## config.mk

```make
export PLATFORM = sky130hd
export DESIGN_NAME = asp_irq_ctrl_flat
export DESIGN_NICKNAME = d
export VERILOG_FILES = /design/src/rtl/asp_irq_ctrl_if.sv /design/src/rtl/asp_irq_ctrl.sv /design/src/flat_wrapper.sv
export SDC_FILE = /design/constraint.sdc
export NUM_CORES = 1
export LEC_CHECK = 0
export ABC_AREA = 1
export CORE_MARGIN = 2
export CORE_UTILIZATION = 53
export CTS_BUF_LIST = sky130_fd_sc_hd__clkbuf_4 sky130_fd_sc_hd__clkbuf_8 sky130_fd_sc_hd__clkbuf_16
export DETAILED_ROUTE_END_ITERATION = 8
export PLACE_DENSITY = 0.87
export SYNTH_ARGS = -nofsm -noshare
export SYNTH_HDL_FRONTEND = slang
export SYNTH_SLANG_ARGS = --single-unit
```

## constraint.sdc

```tcl
create_clock -name clk -period 4.9 [get_ports clk]
set_input_delay 0.49 -clock clk [delete_from_list [all_inputs] [get_ports clk]]
set_output_delay 0.49 -clock clk [all_outputs]
set_load 0.02 [all_outputs]
```

## src/rtl/asp_irq_ctrl_if.sv

```systemverilog
// ---------------------------------------------------------------------------
// asp_irq_ctrl_if
//   Bus bundle for the ASP interrupt responder: the MMIO64 AVMM slave port
//   plus the valid/ready interrupt-message port toward the host channel.
//
//   master modport : host side (drives AVMM requests, accepts irq messages)
//   slave modport  : asp_irq_ctrl side (answers AVMM, issues irq messages)
// ---------------------------------------------------------------------------
interface asp_irq_ctrl_if #(
    parameter int ADDR_WIDTH = 18,
    parameter int DATA_WIDTH = 64,
    parameter int VEC_WIDTH  = 2
);
    logic [ADDR_WIDTH-1:0]   avmm_address;
    logic                    avmm_read;
    logic                    avmm_write;
    logic [DATA_WIDTH-1:0]   avmm_writedata;
    logic [DATA_WIDTH/8-1:0] avmm_byteenable;
    logic                    avmm_waitrequest;
    logic [DATA_WIDTH-1:0]   avmm_readdata;
    logic                    avmm_readdatavalid;
    logic                    irq_valid;
    logic [VEC_WIDTH-1:0]    irq_vector;
    logic                    irq_ready;

    modport master (
        output avmm_address, avmm_read, avmm_write, avmm_writedata, avmm_byteenable,
        input  avmm_waitrequest, avmm_readdata, avmm_readdatavalid,
        input  irq_valid, irq_vector,
        output irq_ready
    );

    modport slave (
        input  avmm_address, avmm_read, avmm_write, avmm_writedata, avmm_byteenable,
        output avmm_waitrequest, avmm_readdata, avmm_readdatavalid,
        output irq_valid, irq_vector,
        input  irq_ready
    );
endinterface

```

## src/rtl/asp_irq_ctrl.sv

```systemverilog
// ---------------------------------------------------------------------------
// asp_irq_ctrl
//   MMIO-visible interrupt responder. Rising edges on irq_in are latched into
//   STATUS, gated by MASK, and each pending event produces exactly one
//   interrupt message (vector = source index) on the valid/ready port.
//   SENT remembers which sources were already reported; a CLEAR write re-arms.
//
//   clk    : single clock
//   reset  : asynchronous, active-high
//   irq_in : level interrupt sources (bit index = source id)
//   bus    : AVMM slave + interrupt-message port (asp_irq_ctrl_if.slave)
//
//   Register map (address bits [5:3]):
//     0 ID (RO)  1 STATUS (RO)  2 MASK (RW)  3 CLEAR (WO, W1C)  4 COUNT (RO,
//     any write clears)  5..7 read 0 / write ignored
// ---------------------------------------------------------------------------
module asp_irq_ctrl #(
    parameter int NUM_IRQ    = 3,
    parameter int NUM_LINES  = 4,
    parameter int ADDR_WIDTH = 18,
    parameter int DATA_WIDTH = 64,
    parameter int CNT_WIDTH  = 16
) (
    input  logic               clk,
    input  logic               reset,
    input  logic [NUM_IRQ-1:0] irq_in,
    asp_irq_ctrl_if.slave      bus
);
    localparam int VEC_W = (NUM_LINES > 1) ? $clog2(NUM_LINES) : 1;
    localparam logic [63:0] ID_VALUE = 64'h0000_4952_5143_0001;

    localparam logic [2:0] REG_ID     = 3'd0;
    localparam logic [2:0] REG_STATUS = 3'd1;
    localparam logic [2:0] REG_MASK   = 3'd2;
    localparam logic [2:0] REG_CLEAR  = 3'd3;
    localparam logic [2:0] REG_COUNT  = 3'd4;

    typedef enum logic [0:0] {ST_IDLE = 1'b0, ST_SEND = 1'b1} state_t;

    logic [NUM_IRQ-1:0]           irq_in_q, irq_in_d;
    logic [NUM_IRQ-1:0]           status_q, status_d;
    logic [NUM_IRQ-1:0]           mask_q, mask_d;
    logic [NUM_IRQ-1:0]           sent_q, sent_d;
    logic                         waitreq_q;
    logic [DATA_WIDTH-1:0]        readdata_q, readdata_d;
    logic                         rdvalid_q, rdvalid_d;
    state_t                       state_q, state_d;
    logic [VEC_W-1:0]             vector_q, vector_d;

    logic                         rd_acc, wr_acc;
    logic [2:0]                   reg_sel;
    logic [NUM_IRQ-1:0]           rise, clr_bits, acc_bits, pend;
    logic                         cnt_clr, accept;
    logic [VEC_W-1:0]             pend_idx;
    logic [NUM_IRQ*CNT_WIDTH-1:0] cnt_flat;
    logic [DATA_WIDTH-1:0]        rdata_mux;
    logic                         unused_bus_bits;

    // Requests are only taken once waitrequest has dropped after reset.
    assign rd_acc  = bus.avmm_read  & ~waitreq_q;
    assign wr_acc  = bus.avmm_write & ~waitreq_q;
    assign reg_sel = bus.avmm_address[5:3];

    assign rise     = irq_in & ~irq_in_q;
    assign clr_bits = (wr_acc && reg_sel == REG_CLEAR && bus.avmm_byteenable[0])
                      ? bus.avmm_writedata[NUM_IRQ-1:0] : '0;
    assign cnt_clr  = wr_acc && (reg_sel == REG_COUNT);
    assign accept   = (state_q == ST_SEND) && bus.irq_ready;
    assign pend     = status_q & mask_q & ~sent_q;

    assign unused_bus_bits = ^{bus.avmm_address[ADDR_WIDTH-1:6], bus.avmm_address[2:0],
                               bus.avmm_writedata[DATA_WIDTH-1:NUM_IRQ],
                               bus.avmm_byteenable[DATA_WIDTH/8-1:1]};

    // Per-source saturating event counters; a clear and an edge in the same
    // cycle leave the counter at 1.
    genvar gi;
    generate
        for (gi = 0; gi < NUM_IRQ; gi++) begin : g_cnt
            logic [CNT_WIDTH-1:0] cnt_q, cnt_d;

            always_comb begin
                cnt_d = cnt_clr ? '0 : cnt_q;
                if (rise[gi] && (cnt_d != '1)) begin
                    cnt_d = cnt_d + CNT_WIDTH'(1);
                end
            end

            always_ff @(posedge clk or posedge reset) begin
                if (reset) cnt_q <= '0;
                else       cnt_q <= cnt_d;
            end

            assign cnt_flat[gi*CNT_WIDTH +: CNT_WIDTH] = cnt_q;
        end
    endgenerate

    // One-hot of the vector being accepted this cycle.
    always_comb begin
        acc_bits = '0;
        for (int i = 0; i < NUM_IRQ; i++) begin
            acc_bits[i] = accept && (vector_q == VEC_W'(i));
        end
    end

    // Register file next state. A fresh edge wins over a clear of the same
    // STATUS bit, while the clear still drops SENT so the source re-fires.
    // Clear also wins over an acceptance so a cleared source is never left
    // with a stale SENT bit.
    always_comb begin
        irq_in_d = irq_in;
        status_d = (status_q & ~clr_bits) | rise;
        sent_d   = (sent_q | acc_bits) & ~clr_bits;
        mask_d   = mask_q;
        if (wr_acc && reg_sel == REG_MASK && bus.avmm_byteenable[0]) begin
            mask_d = bus.avmm_writedata[NUM_IRQ-1:0];
        end
    end

    // Read mux, registered for a fixed one-cycle latency.
    always_comb begin
        rdata_mux = '0;
        case (reg_sel)
            REG_ID:     rdata_mux = DATA_WIDTH'(ID_VALUE);
            REG_STATUS: rdata_mux = DATA_WIDTH'(status_q);
            REG_MASK:   rdata_mux = DATA_WIDTH'(mask_q);
            REG_COUNT:  rdata_mux = DATA_WIDTH'(cnt_flat);
            default:    rdata_mux = '0;
        endcase
        readdata_d = rd_acc ? rdata_mux : readdata_q;
        rdvalid_d  = rd_acc;
    end

    // Lowest pending source index.
    always_comb begin
        pend_idx = '0;
        for (int i = NUM_IRQ - 1; i >= 0; i--) begin
            if (pend[i]) pend_idx = VEC_W'(i);
        end
    end

    // Interrupt FSM: next-state process.
    always_comb begin
        state_d  = state_q;
        vector_d = vector_q;
        case (state_q)
            ST_IDLE: begin
                if (|pend) begin
                    state_d  = ST_SEND;
                    vector_d = pend_idx;
                end
            end
            ST_SEND: begin
                // Held until accepted even if STATUS is cleared or masked.
                if (bus.irq_ready) state_d = ST_IDLE;
            end
            default: state_d = ST_IDLE;
        endcase
    end

    // Interrupt FSM: output process.
    always_comb begin
        bus.irq_valid  = (state_q == ST_SEND);
        bus.irq_vector = vector_q;
    end

    assign bus.avmm_waitrequest   = waitreq_q;
    assign bus.avmm_readdata      = readdata_q;
    assign bus.avmm_readdatavalid = rdvalid_q;

    // State registers.
    always_ff @(posedge clk or posedge reset) begin
        if (reset) begin
            irq_in_q   <= '0;
            status_q   <= '0;
            mask_q     <= '0;
            sent_q     <= '0;
            waitreq_q  <= 1'b1;
            readdata_q <= '0;
            rdvalid_q  <= 1'b0;
            state_q    <= ST_IDLE;
            vector_q   <= '0;
        end else begin
            irq_in_q   <= irq_in_d;
            status_q   <= status_d;
            mask_q     <= mask_d;
            sent_q     <= sent_d;
            waitreq_q  <= 1'b0;
            readdata_q <= readdata_d;
            rdvalid_q  <= rdvalid_d;
            state_q    <= state_d;
            vector_q   <= vector_d;
        end
    end
endmodule
```

## src/flat_wrapper.sv

```systemverilog
// flat-port wrapper written by rule: the top's interface ports become plain ports
module asp_irq_ctrl_flat 
#(
    parameter int NUM_IRQ    = 3,
    parameter int NUM_LINES  = 4,
    parameter int ADDR_WIDTH = 18,
    parameter int DATA_WIDTH = 64,
    parameter int CNT_WIDTH  = 16
)
  (clk, reset, irq_in, bus_avmm_address, bus_avmm_read, bus_avmm_write, bus_avmm_writedata, bus_avmm_byteenable, bus_avmm_waitrequest, bus_avmm_readdata, bus_avmm_readdatavalid, bus_irq_valid, bus_irq_vector, bus_irq_ready);
  asp_irq_ctrl_if #(.ADDR_WIDTH(ADDR_WIDTH), .DATA_WIDTH(DATA_WIDTH)) bus_i ();
  input  logic clk;
  input  logic reset;
  input  logic [NUM_IRQ-1:0] irq_in;
  input wire logic [$bits(bus_i.avmm_address)-1:0] bus_avmm_address;
  input wire logic [$bits(bus_i.avmm_read)-1:0] bus_avmm_read;
  input wire logic [$bits(bus_i.avmm_write)-1:0] bus_avmm_write;
  input wire logic [$bits(bus_i.avmm_writedata)-1:0] bus_avmm_writedata;
  input wire logic [$bits(bus_i.avmm_byteenable)-1:0] bus_avmm_byteenable;
  output wire logic [$bits(bus_i.avmm_waitrequest)-1:0] bus_avmm_waitrequest;
  output wire logic [$bits(bus_i.avmm_readdata)-1:0] bus_avmm_readdata;
  output wire logic [$bits(bus_i.avmm_readdatavalid)-1:0] bus_avmm_readdatavalid;
  output wire logic [$bits(bus_i.irq_valid)-1:0] bus_irq_valid;
  output wire logic [$bits(bus_i.irq_vector)-1:0] bus_irq_vector;
  input wire logic [$bits(bus_i.irq_ready)-1:0] bus_irq_ready;
  assign bus_i.avmm_address = bus_avmm_address;
  assign bus_i.avmm_read = bus_avmm_read;
  assign bus_i.avmm_write = bus_avmm_write;
  assign bus_i.avmm_writedata = bus_avmm_writedata;
  assign bus_i.avmm_byteenable = bus_avmm_byteenable;
  assign bus_avmm_waitrequest = bus_i.avmm_waitrequest;
  assign bus_avmm_readdata = bus_i.avmm_readdata;
  assign bus_avmm_readdatavalid = bus_i.avmm_readdatavalid;
  assign bus_irq_valid = bus_i.irq_valid;
  assign bus_irq_vector = bus_i.irq_vector;
  assign bus_i.irq_ready = bus_irq_ready;
  asp_irq_ctrl #(.NUM_IRQ(NUM_IRQ), .NUM_LINES(NUM_LINES), .ADDR_WIDTH(ADDR_WIDTH), .DATA_WIDTH(DATA_WIDTH), .CNT_WIDTH(CNT_WIDTH)) u_core (.clk(clk), .reset(reset), .irq_in(irq_in), .bus(bus_i));
endmodule
```

==> key figures <==
Timing
  – Final setup margin: between 2 and 2.5 ns
  – Post-layout min period: 2.74 ns
  – Period utilization: 0.559
  – Worst rel slew slack: 0.322
  – Final setup viols: 0
  – Max Freq: between 0.3 and 0.4 GHz
  – Endpoints failing hold: 0
  – Worst-margin pin slew: 1.02 ns
  – RSZ-0062 raised after global routing: false
  – Setup_tns: 0 ns
  – Slew Limit Fails: 0
  – Worst Skew: 0.00569 ns

Power
  – LEAKAGE: approximately 3.7 nW
  – Max rail drop VDD: 218 uV
  – Power per Cell Area: 388 nW/um^2

GRT
  – Vias in the first global route: 5,211
  – First-pass GRT wire length: 24.2 mm
  – Largest net degree at the start of global routing: 85
  – Global route overflow: 0
  – Tot GR Track Use: 0.242
  – Initial antenna violation count: 0

CTS
  – Post-CTS Resized: 0
  – CTS sink cnt: 113
  – Max Root-Sink Buffers: 2
  – Worst-skew pair later-pin latency: roughly 0.41 ns
  – Clock transition at the registers of the reported paths: 0.05 ns
  – CTS tree: built
  – Cts hold-fix bufs: 0
  – Setup Fix Bufs, Post-CTS: 0
  – Clock Tree Root: clkbuf_16
  – Num CTS Buffers: 17
  – H-tree Lvls: 4

Routing
  – Drt total wl: 14.4 mm
  – Post-route DRC: 0
  – Via density: about 5.3
  – Vias: 5,417
  – TritonRoute pass-1 iters: 6
  – Wire length per cell: 14.1 um
  – Final ANT Viol Nets: 0
  – Initial DRC Count: 414

Floorplanning
  – Die area: 12,400 um^2
  – Core ar.: 11,300 um^2
  – Starting Density: 0.538
  – Num ports: 167
  – Die H: 111 um
  – Die Width: approximately 110 um
  – # rows: 39

Yosys
  – Synth Cell Area: roughly 6000 um^2
  – Yosys top cell by area: dfrtp_1
  – Post-synthesis cell type count: 37
  – Avg Cell Area, Syn: roughly 7.7 um^2
  – Mapped Cells: 793
  – Sequential element share of the synthesized area: 0.464
  – Ys flop type: dfrtp_1
  – Post-synth EDFFs: 0
  – YS warnings: 0
  – Top cell type's share of synthesized area: 0.460
  – Fraction of registers with async set/reset: 1.00
  – Largest cells by area after synthesis: dfrtp_1 (46%), nand2_1 (15%), inv_1 (6.0%)
  – Post-synthesis register bit count: 113

Finish
  – Final nets: 960
  – Layout cells sized above 1: 0.105
  – Filler cell count: 882
  – Sequential cell area: 2830 um^2
  – Fin cells: 1,018
  – Area Overhead vs Synth: 21.2%
  – Most frequent cells in the layout: nand2_1 (244), dfrtp_1 (112), inv_1 (97)
  – Most common cell after layout, fill and taps aside: nand2_1
  – Area of the multi-input gates: 2660 um^2
  – Design area: between 7000 and 8000 um^2
  – Diodes inserted: 0

Worst setup path
  – CP max stage delay: 0.63 ns
  – Startpoint types: input port
  – Crit path cell chain: clkdlybuf4s50_1 > nor2_2 > nand3_4 > buf_4 > nand3_1 > nor2_2 > nand2_2 > nor2_1 > nand2_1 > xnor2_1
  – Slowest stage cell, crit path: clkdlybuf4s50_1
  – CP Capture Type: flip-flop
  – Crit-path max FO: 39
  – Most used cell along the critical path: nor2_2
  – Worst Path Arrival: 3.03 ns
  – Data required time of the critical path: 5.19 ns
  – CP Class: input port to flip-flop

Placed design
  – Global placement routability congestion: 0.876
  – Post-DP HPWL: 9.63 mm
  – DP Area: roughly 6800 um^2
  – Placed instance count: 986
  – Port Buffers: between 60 and 70
  – Place WS: roughly 1.8 ns

Run
  – Max-Cap Viols: 0

Run status
  – Outcome: finished, final reports clean

Worst hold path
  – HP Class: flip-flop to flip-flop
-- cell type report --
| cell class | count | share of cell area |
|---|---|---|
| flip-flops and latches | 113 | 0.383 |
| clock buffers | 29 | 0.0774 |
| multi-input cells | 553 | 0.360 |
| clock inverters | 3 | 0.00542 |
| inverters | 104 | 0.0532 |
| repair buffers | 73 | 0.0969 |
| well taps | 143 | 0.0242 |
-- final timing paths --
check	start	to	slack [ns]	cells past startpoint
worst max-delay path	bus_avmm_address[4]	u_core.g_cnt[0].cnt_q[12]	2.16	10
worst min-delay path	u_core.bus.avmm_readdata[0]	u_core.bus.avmm_readdata[0]	0.47	2
worst max register to register	u_core.bus.avmm_waitrequest	u_core.g_cnt[0].cnt_q[12]	2.41	9
worst min register to register	u_core.bus.avmm_readdata[0]	u_core.bus.avmm_readdata[0]	0.47	2
max in group asynchronous	reset	u_core.g_cnt[0].cnt_q[8]	3.27	3
min in group asynchronous	reset	u_core.bus.avmm_readdatavalid	0.67	2
-- metal layers --
layer	up-vias	global-route usage	share of wire
met5	-	0	0
met4	0	0.107	0.024
met3	33	0.0481	0.059
met2	199	0.393	0.49
met1	2578	0.317	0.43
li1	2607	-	-
-- synthesized netlist by cell type (6+ instances only) --
master      n
nand2_1   244
dfrtp_1   112
inv_1      98
nor2_1     74
o21ai_0    54
nand3_1    45
nand4_1    19
buf_4      17
nand2_2    14
nor2_2     14
a32o_1     11
clkbuf_1   11
xor2_1      9
a21oi_1     8
nor3_1      7
inv_2       6
nand2_4     6
-- cell families (layout without fill, tap and decap cells) --
family | count (synthesis) | after routing | synth area share
and+or+nand+nor | 441 | 441 | 0.327
AOI/OAI and AO/OA | 85 | 85 | 0.0831
other | 1 | 17 | 0.000615
buffers and inverters | 143 | 209 | 0.111
DFF | 113 | 113 | 0.464
xor gates and xnor gates | 10 | 10 | 0.0144
-- state kept, by name (all words and copies together) (netlist names) --
register,cells
u_core.bus.avmm_readdatavalid,1
u_core.bus.avmm_waitrequest,1
u_core.irq_in_q,3
u_core.status_q,3
u_core.sent_q,3
u_core.g_cnt.cnt_q,48
u_core.bus.irq_vector,2
u_core.mask_q,3
u_core.bus.irq_valid,1
u_core.bus.avmm_readdata,48
-- power by group --
| part | switching (W) | internal [W] |
|---|---|---|
| registers | 0.0000999 | 0.00104 |
| clock network | 0.000408 | 0.000834 |
| logic | 0.000300 | 0.000179 |
| total | 0.000808 | 0.00205 |
-- critical path, delay by kind of cell --
family,cells,cell delay [ns]
XOR/XNOR,1,0.14
buffers and inverters,2,1.00
AND/OR/NAND/NOR,7,1.40
-- stage by stage --
| stage | utilization | total power, W | hold WS (ns) |
|---|---|---|---|
| floorplan | - | 0.00147 | 0.449 |
| global placement | 0.598 | 0.00161 | 0.465 |
| detailed placement | 0.598 | 0.00163 | 0.468 |
| CTS | 0.652 | 0.00287 | 0.482 |
| global route | 0.652 | 0.00299 | 0.501 |
| finish | 0.652 | 0.00286 | 0.475 |
No activity file was read; power rests on OpenSTA's default activity.
